--- src/rtl/alu_arbiter.sv ---
// rtl/alu_arbiter.sv - two-port arbiter sharing one ALU through an IDLE/EXEC/RESP sequencer.
// Define ALU_ARB_ROUND_ROBIN_EN for round-robin tie-breaking; otherwise port 0 always wins ties.
module alu_arbiter #(
  parameter int MULDIV_CYCLES = 4,
  parameter int WIDTH         = 64
) (
  input  logic             clk,
  input  logic             reset_n,
  input  logic             req0_valid,
  input  logic             req1_valid,
  output logic             req0_ready,
  output logic             req1_ready,
  input  logic [3:0]       req0_operation,
  input  logic [3:0]       req1_operation,
  input  logic [WIDTH-1:0] req0_operand1,
  input  logic [WIDTH-1:0] req0_operand2,
  input  logic [WIDTH-1:0] req1_operand1,
  input  logic [WIDTH-1:0] req1_operand2,
  output logic [3:0]       alu_operation,
  output logic [WIDTH-1:0] alu_operand1,
  output logic [WIDTH-1:0] alu_operand2,
  input  logic [WIDTH-1:0] alu_result,
  input  logic             alu_zeroFlag,
  output logic             rsp_valid,
  output logic             rsp_id,
  output logic [WIDTH-1:0] rsp_result,
  output logic             rsp_zeroFlag,
  output logic             rsp_error
);

  typedef enum logic [1:0] {IDLE, EXEC, RESP} state_t;

  localparam logic [3:0] MD_LEN = 4'(MULDIV_CYCLES);

  state_t           state;
  state_t           state_nxt;
  logic [3:0]       cnt;
  logic [3:0]       op_q;
  logic [WIDTH-1:0] opa_q;
  logic [WIDTH-1:0] opb_q;
  logic             id_q;
  logic             grant1;
  logic             accept;
  logic             last_exec;
  logic [3:0]       sel_op;
  logic             sel_muldiv;
  logic             op_undef;

`ifdef ALU_ARB_ROUND_ROBIN_EN
  logic last_grant;

  // On a tie, port 1 wins only if port 0 was granted last.
  assign grant1 = req1_valid & (~req0_valid | ~last_grant);

  always_ff @(posedge clk or negedge reset_n) begin
    if (!reset_n) begin
      last_grant <= 1'b1;
    end else if (accept) begin
      last_grant <= grant1;
    end
  end
`else
  assign grant1 = req1_valid & ~req0_valid;
`endif

  assign accept     = (state == IDLE) && reset_n && (req0_valid || req1_valid);
  assign req0_ready = accept && !grant1;
  assign req1_ready = accept && grant1;

  assign sel_op     = grant1 ? req1_operation : req0_operation;
  assign sel_muldiv = (sel_op == 4'b0010) || (sel_op == 4'b0011);
  assign op_undef   = (op_q > 4'b0101);
  assign last_exec  = (state == EXEC) && (cnt == 4'd1);

  assign alu_operation = op_q;
  assign alu_operand1  = opa_q;
  assign alu_operand2  = opb_q;
  assign rsp_valid     = (state == RESP);

  always_comb begin
    state_nxt = state;
    case (state)
      IDLE:    if (accept) state_nxt = EXEC;
      EXEC:    if (cnt == 4'd1) state_nxt = RESP;
      RESP:    state_nxt = IDLE;
      default: state_nxt = IDLE;
    endcase
  end

  always_ff @(posedge clk or negedge reset_n) begin
    if (!reset_n) begin
      state        <= IDLE;
      cnt          <= 4'd0;
      op_q         <= 4'd0;
      opa_q        <= '0;
      opb_q        <= '0;
      id_q         <= 1'b0;
      rsp_id       <= 1'b0;
      rsp_result   <= '0;
      rsp_zeroFlag <= 1'b0;
      rsp_error    <= 1'b0;
    end else begin
      state <= state_nxt;
      if (accept) begin
        op_q  <= sel_op;
        opa_q <= grant1 ? req1_operand1 : req0_operand1;
        opb_q <= grant1 ? req1_operand2 : req0_operand2;
        id_q  <= grant1;
        cnt   <= sel_muldiv ? MD_LEN : 4'd1;
      end else if (state == EXEC && cnt != 4'd0) begin
        cnt <= cnt - 4'd1;
      end
      // Response fields only change here, so they hold between operations.
      if (last_exec) begin
        rsp_id <= id_q;
        if (op_undef) begin
          rsp_result   <= '0;
          rsp_zeroFlag <= 1'b1;
          rsp_error    <= 1'b1;
        end else begin
          rsp_result   <= alu_result;
          rsp_zeroFlag <= alu_zeroFlag;
          rsp_error    <= 1'b0;
        end
      end
    end
  end

endmodule

--- config.mk ---
export PLATFORM = sky130hd
export DESIGN_NAME = alu_arbiter
export DESIGN_NICKNAME = d
export VERILOG_FILES = /design/src/rtl/alu_arbiter.sv
export SDC_FILE = /design/constraint.sdc
export NUM_CORES = 1
export LEC_CHECK = 0
export ABC_CLOCK_PERIOD_IN_PS = 2150
export CAP_MARGIN = 20
export CELL_PAD_IN_SITES_DETAIL_PLACEMENT = 0
export CELL_PAD_IN_SITES_GLOBAL_PLACEMENT = 2
export CORE_ASPECT_RATIO = 0.8
export CORE_MARGIN = 8
export CORE_UTILIZATION = 21
export CTS_CLUSTER_DIAMETER = 200
export DETAILED_ROUTE_END_ITERATION = 12
export PLACE_DENSITY = 0.83
export SLEW_MARGIN = 10
export SYNTH_ARGS = -nofsm -noshare
export SYNTH_HDL_FRONTEND = slang
export SYNTH_SLANG_ARGS = --single-unit
export TNS_END_PERCENT = 5
--- constraint.sdc ---
create_clock -name clk -period 2.15 [get_ports clk]
set_clock_uncertainty 0.2 [all_clocks]
set_input_delay 0.5375 -clock clk [delete_from_list [all_inputs] [get_ports clk]]
set_output_delay 0.5375 -clock clk [all_outputs]
set_load 0.05 [all_outputs]
Word-level counts from Yosys, hierarchy flattened:

Cells that the tools add are included.
Widths: inputs -> output; s select.

* flip-flop bits (word level): 206

* add/subtract/negate cells: 1
* equal/unequal tests: 7
* $lt $le $gt $ge: 1
* mux-type cells: 12
* bitwise operators: 2
* reductions and logical operators: 13

Operator list (number)
* $mux 64: 3
* $mux 4: 3
* $eq 4x2->1 const B: 2
* $logic_and 1x1->1: 6
* $eq 4x1->1 const B: 1
* $gt 4x3->1 const B: 1
* $mux 2: 2
* $pmux 2 s2: 1
* $reduce_bool 4->1: 1
* $sub 4x1->4 const B: 1
* $mux 3: 1
* $eq 2x1->1 const B: 1
* $eq 2x2->1 const B: 1
* $logic_not 2->1: 1
* $logic_or 1x1->1: 2
* $mux 1: 2
* $ne 2x1->1 const B: 1
* $ne 2x2->1 const B: 1
* $reduce_and 2->1: 1
* $reduce_bool 2->1: 1
* $and 1x1->1: 1
* $logic_not 1->1: 1
* $not 1->1: 1

Logic depth before layout (Yosys ltp):

* depth after elaboration: 7
* depth in mapped cells: 8
* gate-level depth less buffers: 6

Worst setup path after synthesis:

Ideal clock, no wire load.

* path type: input-to-output
* from: input req0_valid
* to: output req1_ready
* required time: 1.412 ns
* stages on the path: 5
* setup slack: -0.373 ns
* path buffers: 3
* data arrival time: 1.786 ns
* cell sequence: nand2b_1 buf_6 buf_12 buf_8 nor2_1

* cells in the longest elaborated chain, start to end: 3
* elaborated cells on any way between the ends: 5
* those cells by class: bitwise: 2; reduce/logical: 3

Ends and longest elaborated chain
* start: declaration: RTL line 9 `input logic req0_valid,`
* $not 1->1 / $logic_or 1x1->1 (equally long branches): RTL line 63, 66
* $and 1x1->1 / $logic_and 1x1->1 (equally long branches): RTL line 63, 66
* $logic_and 1x1->1 (*): RTL line 68 `assign req1_ready = accept && grant1;`
* end: declaration: RTL line 12 `output logic req1_ready,`

Every way passes the cells marked *; elsewhere a longest branch is shown, timed or not.

Worst setup path in the final report:

Same ends and word-level chain as after synthesis.

==> flow_metrics.env <==
export IMPL_status="finished with violations"
export IMPL_violations="setup timing"
export IMPL_ant_nets=0
export IMPL_row_count=68
export IMPL_synth_seq_cells=206
export IMPL_cpPeakStageDelay_ns=0.42
export IMPL_critPathMaxFanout=3
export IMPL_layout_commonest_cell="clkdlybuf4s50_1"
export IMPL_cts_root_buf="clkbuf_16"
export IMPL_arrival_ns=1.57
export IMPL_synth_distinct_cells=34
export IMPL_tightest_slew_ns=0.559
export IMPL_final_setup_viol_count=2
export IMPL_synth_area_leaders="dfrtp_1 (56%), mux2i_1 (15%), nand2_1 (11%)"
export IMPL_power_leakage_uw=0.00770
export IMPL_cts_sinks=206
export IMPL_grt_max_degree=95
export IMPL_start_util_pct=21.3
export IMPL_p_per_area_mw_per_mm2=1540
export IMPL_critPathLaunchType="input port"
export IMPL_first_global_vias=8795
export IMPL_postPlaceCellArea_mm2=0.0148
export IMPL_place_ws_ns=-0.268
export IMPL_drive_gt1_share_pct=20.3
export IMPL_cp_top_family="buffers and inverters"
export IMPL_yosysWarnings=0
export IMPL_cp_slowest_cell="clkdlybuf4s50_1"
export IMPL_grtUsageTotal_pct=13.8
export IMPL_fin_area_mm2=0.0156
export IMPL_crit_chain="clkdlybuf4s50_1 -> nand2b_4 -> buf_4 -> nor2_4 -> buf_12"
export IMPL_hpwlAfterDp_um=29100
export IMPL_firstDrtPassIters=4
export IMPL_finalWorstSetupSlack_ns=-0.161
export IMPL_postSynthNetCount=1236
export IMPL_io_buffers=534
export IMPL_synth_largest_area_cell="dfrtp_1"
export IMPL_ys_seq_area_share_pct=56.2
export IMPL_drcViolationCount=0
export IMPL_wl_per_cell_um=18.2
export IMPL_drv_slew=0
export IMPL_htree_levels=1
export IMPL_nNetsFinal=1780
export IMPL_hold_viol=0
export IMPL_path_clk_slew_ns=0.06
export IMPL_area_delta_synth_final_pct=70.4
export IMPL_fp_dieW_um=250
export IMPL_die_height_um=203
export IMPL_syn_cell_area_mm2=0.00918
export IMPL_synth_avg_cell_area_um2=10.2
export IMPL_grt_setup_unrepaired="yes"
export IMPL_grt_overflow_total=0
export IMPL_netlist_instances=901
export IMPL_fmax_ghz=0.433
export IMPL_cap_violations=0
export IMPL_cts_tree="done"
export IMPL_period_share_pct=107
export IMPL_antenna_found_initial=2
export IMPL_finalPower_uw=24100
export IMPL_min_path_type="flip-flop to flip-flop"
export IMPL_ir_drop_v=0.000596
export IMPL_crit_required_ns=1.41
export IMPL_routed_via_count=8249
export IMPL_fin_crit_ns=2.31
export IMPL_critPathKind="input port to output port"
export IMPL_numCtsBuffers=24
export IMPL_synth_top_area_share_pct=56.2
export IMPL_drt_vias_per_instance=4.08
export IMPL_io_pins=535
export IMPL_layout_common_cells="clkdlybuf4s50_1 (330), nand2_1 (265), buf_4 (235)"
export IMPL_clockBufferDepth=3
export IMPL_dr_first_iter_drc_count=360
export IMPL_num_antenna_cells=0
export IMPL_gp_congestion=0.772
export IMPL_routed_wl_um=36700
export IMPL_relSlewSlack_pct=62.7
export IMPL_core_area_mm2=0.0431
export IMPL_grt_pass1_wl_um=55400
export IMPL_crit_path_end_kind="output port"
export IMPL_fp_dieArea_mm2=0.0507
export IMPL_clk_latency_ns=0.53
export IMPL_path_buf_inv=3
[through the flow]
stage | setup TNS (ns) | std cells | hold WS, ns | util (%)
after detailed placement | -27.68 | 1975 | 0.271 | 34.4
after floorplan | 0 | 901 | 0.0419 | -
final | -0.266 | 2020 | 0.279 | 36.3
after CTS | -0.462 | 2019 | 0.285 | 36.2
after global placement | -24.20 | 1975 | 0.257 | 34.4
after global routing | -0.431 | 2020 | 0.303 | 36.3
[cells in the mapped netlist (all sizes together)]
library cell	number
xnor2	1
mux2i	133
and3b	1
a21oi	2
ha	2
mux2	2
nor3b	2
and2b	1
nor2b	2
a21boi	1
a21o	1
and3	1
nand2b	2
o21ai	202
o211ai	1
nor3	1
and4b	1
nand2	266
o211a	1
dfrtp	206
clkbuf	26
buf	40
inv	3
nor2	3
[flip-flops by register name (all words and copies together) (netlist names)]
register and cells:
alu_operation 4, rsp_zeroFlag 1, id_q 1, rsp_id 1, alu_operand1 64, state 2
alu_operand2 64, cnt 4, rsp_error 1, rsp_result 64
[power by group]
| group | total, uW | internal, uW | switching, uW |
|---|---|---|---|
| Clock | 3980 | 2310 | 1660 |
| Sequential | 6640 | 5630 | 1010 |
| Combinational | 13500 | 4120 | 9390 |
[per-layer routing]
| metal | vias to the layer above | GRT usage (%) | share of wire [%] |
|---|---|---|---|
| met3 | 37 | 3.60 | 6.3 |
| li1 | 4123 | - | - |
| met4 | 0 | 2.78 | 1.7 |
| met2 | 266 | 24.3 | 50 |
| met5 | - | 0 | 0 |
| met1 | 3823 | 17.0 | 42 |
[cell families after synthesis]
family / count (synthesis) / share of synthesized area, %
flip-flops: 206 / 56.2
AO/OA/AOI/OAI: 208 / 11.6
buffers and inverters: 69 / 5.15
AND/OR/NAND/NOR: 280 / 12.0
XOR/XNOR: 1 / 0.0955
multiplexers: 135 / 14.8
adder cells (fa/ha/maj): 2 / 0.273
[final timing paths]
| check | endpoint | cells past startpoint | slack [ns] | from |
|---|---|---|---|---|
| worst max-delay path | req1_ready | 5 | -0.16 | req0_valid |
| worst min-delay path | rsp_result[1]$_DFFE_PN0P_ | 2 | 0.28 | rsp_result[1]$_DFFE_PN0P_ |
| worst max register to register | rsp_result[9]$_DFFE_PN0P_ | 7 | 0.19 | cnt[1]$_DFFE_PN0P_ |
| worst min register to register | rsp_result[1]$_DFFE_PN0P_ | 2 | 0.28 | rsp_result[1]$_DFFE_PN0P_ |
| max in group asynchronous | alu_operand2[14]$_DFFE_PN0P_ | 4 | 0.26 | reset_n |
| min in group asynchronous | alu_operand2[62]$_DFFE_PN0P_ | 3 | 0.68 | reset_n |
[worst register-to-register path, delay by kind of cell (launching register included)]
kind / cells / cell delay [ns]
AOI/OAI and AO/OA: 1 / 0.08
adders and majority gates: 1 / 0.14
buffers and inverters: 2 / 0.35
DFF: 1 / 0.40
and+or+nand+nor: 3 / 0.64
[what timing repair did]
item / in CTS / in global routing
endpoints found under the setup margin: 2 / 3
hold endpoints to repair: 26 / 0
pin swaps: 3 / 1
setup buffers: 2 / 1
hold buffers: 1 / 0
resized for setup: 2 / 3
[layout make-up]
cell class | count | area (um2)
Clock buffer | 35 | 683
Clock inverter | 6 | 61.3
Fill cell | 4378 | 27500
Inverter | 3 | 11.3
Multi-Input combinational cell | 626 | 3600
Sequential cell | 206 | 5160
Tap cell | 560 | 701
Timing Repair Buffer | 584 | 5430
(Power assumes the default switching activity.)
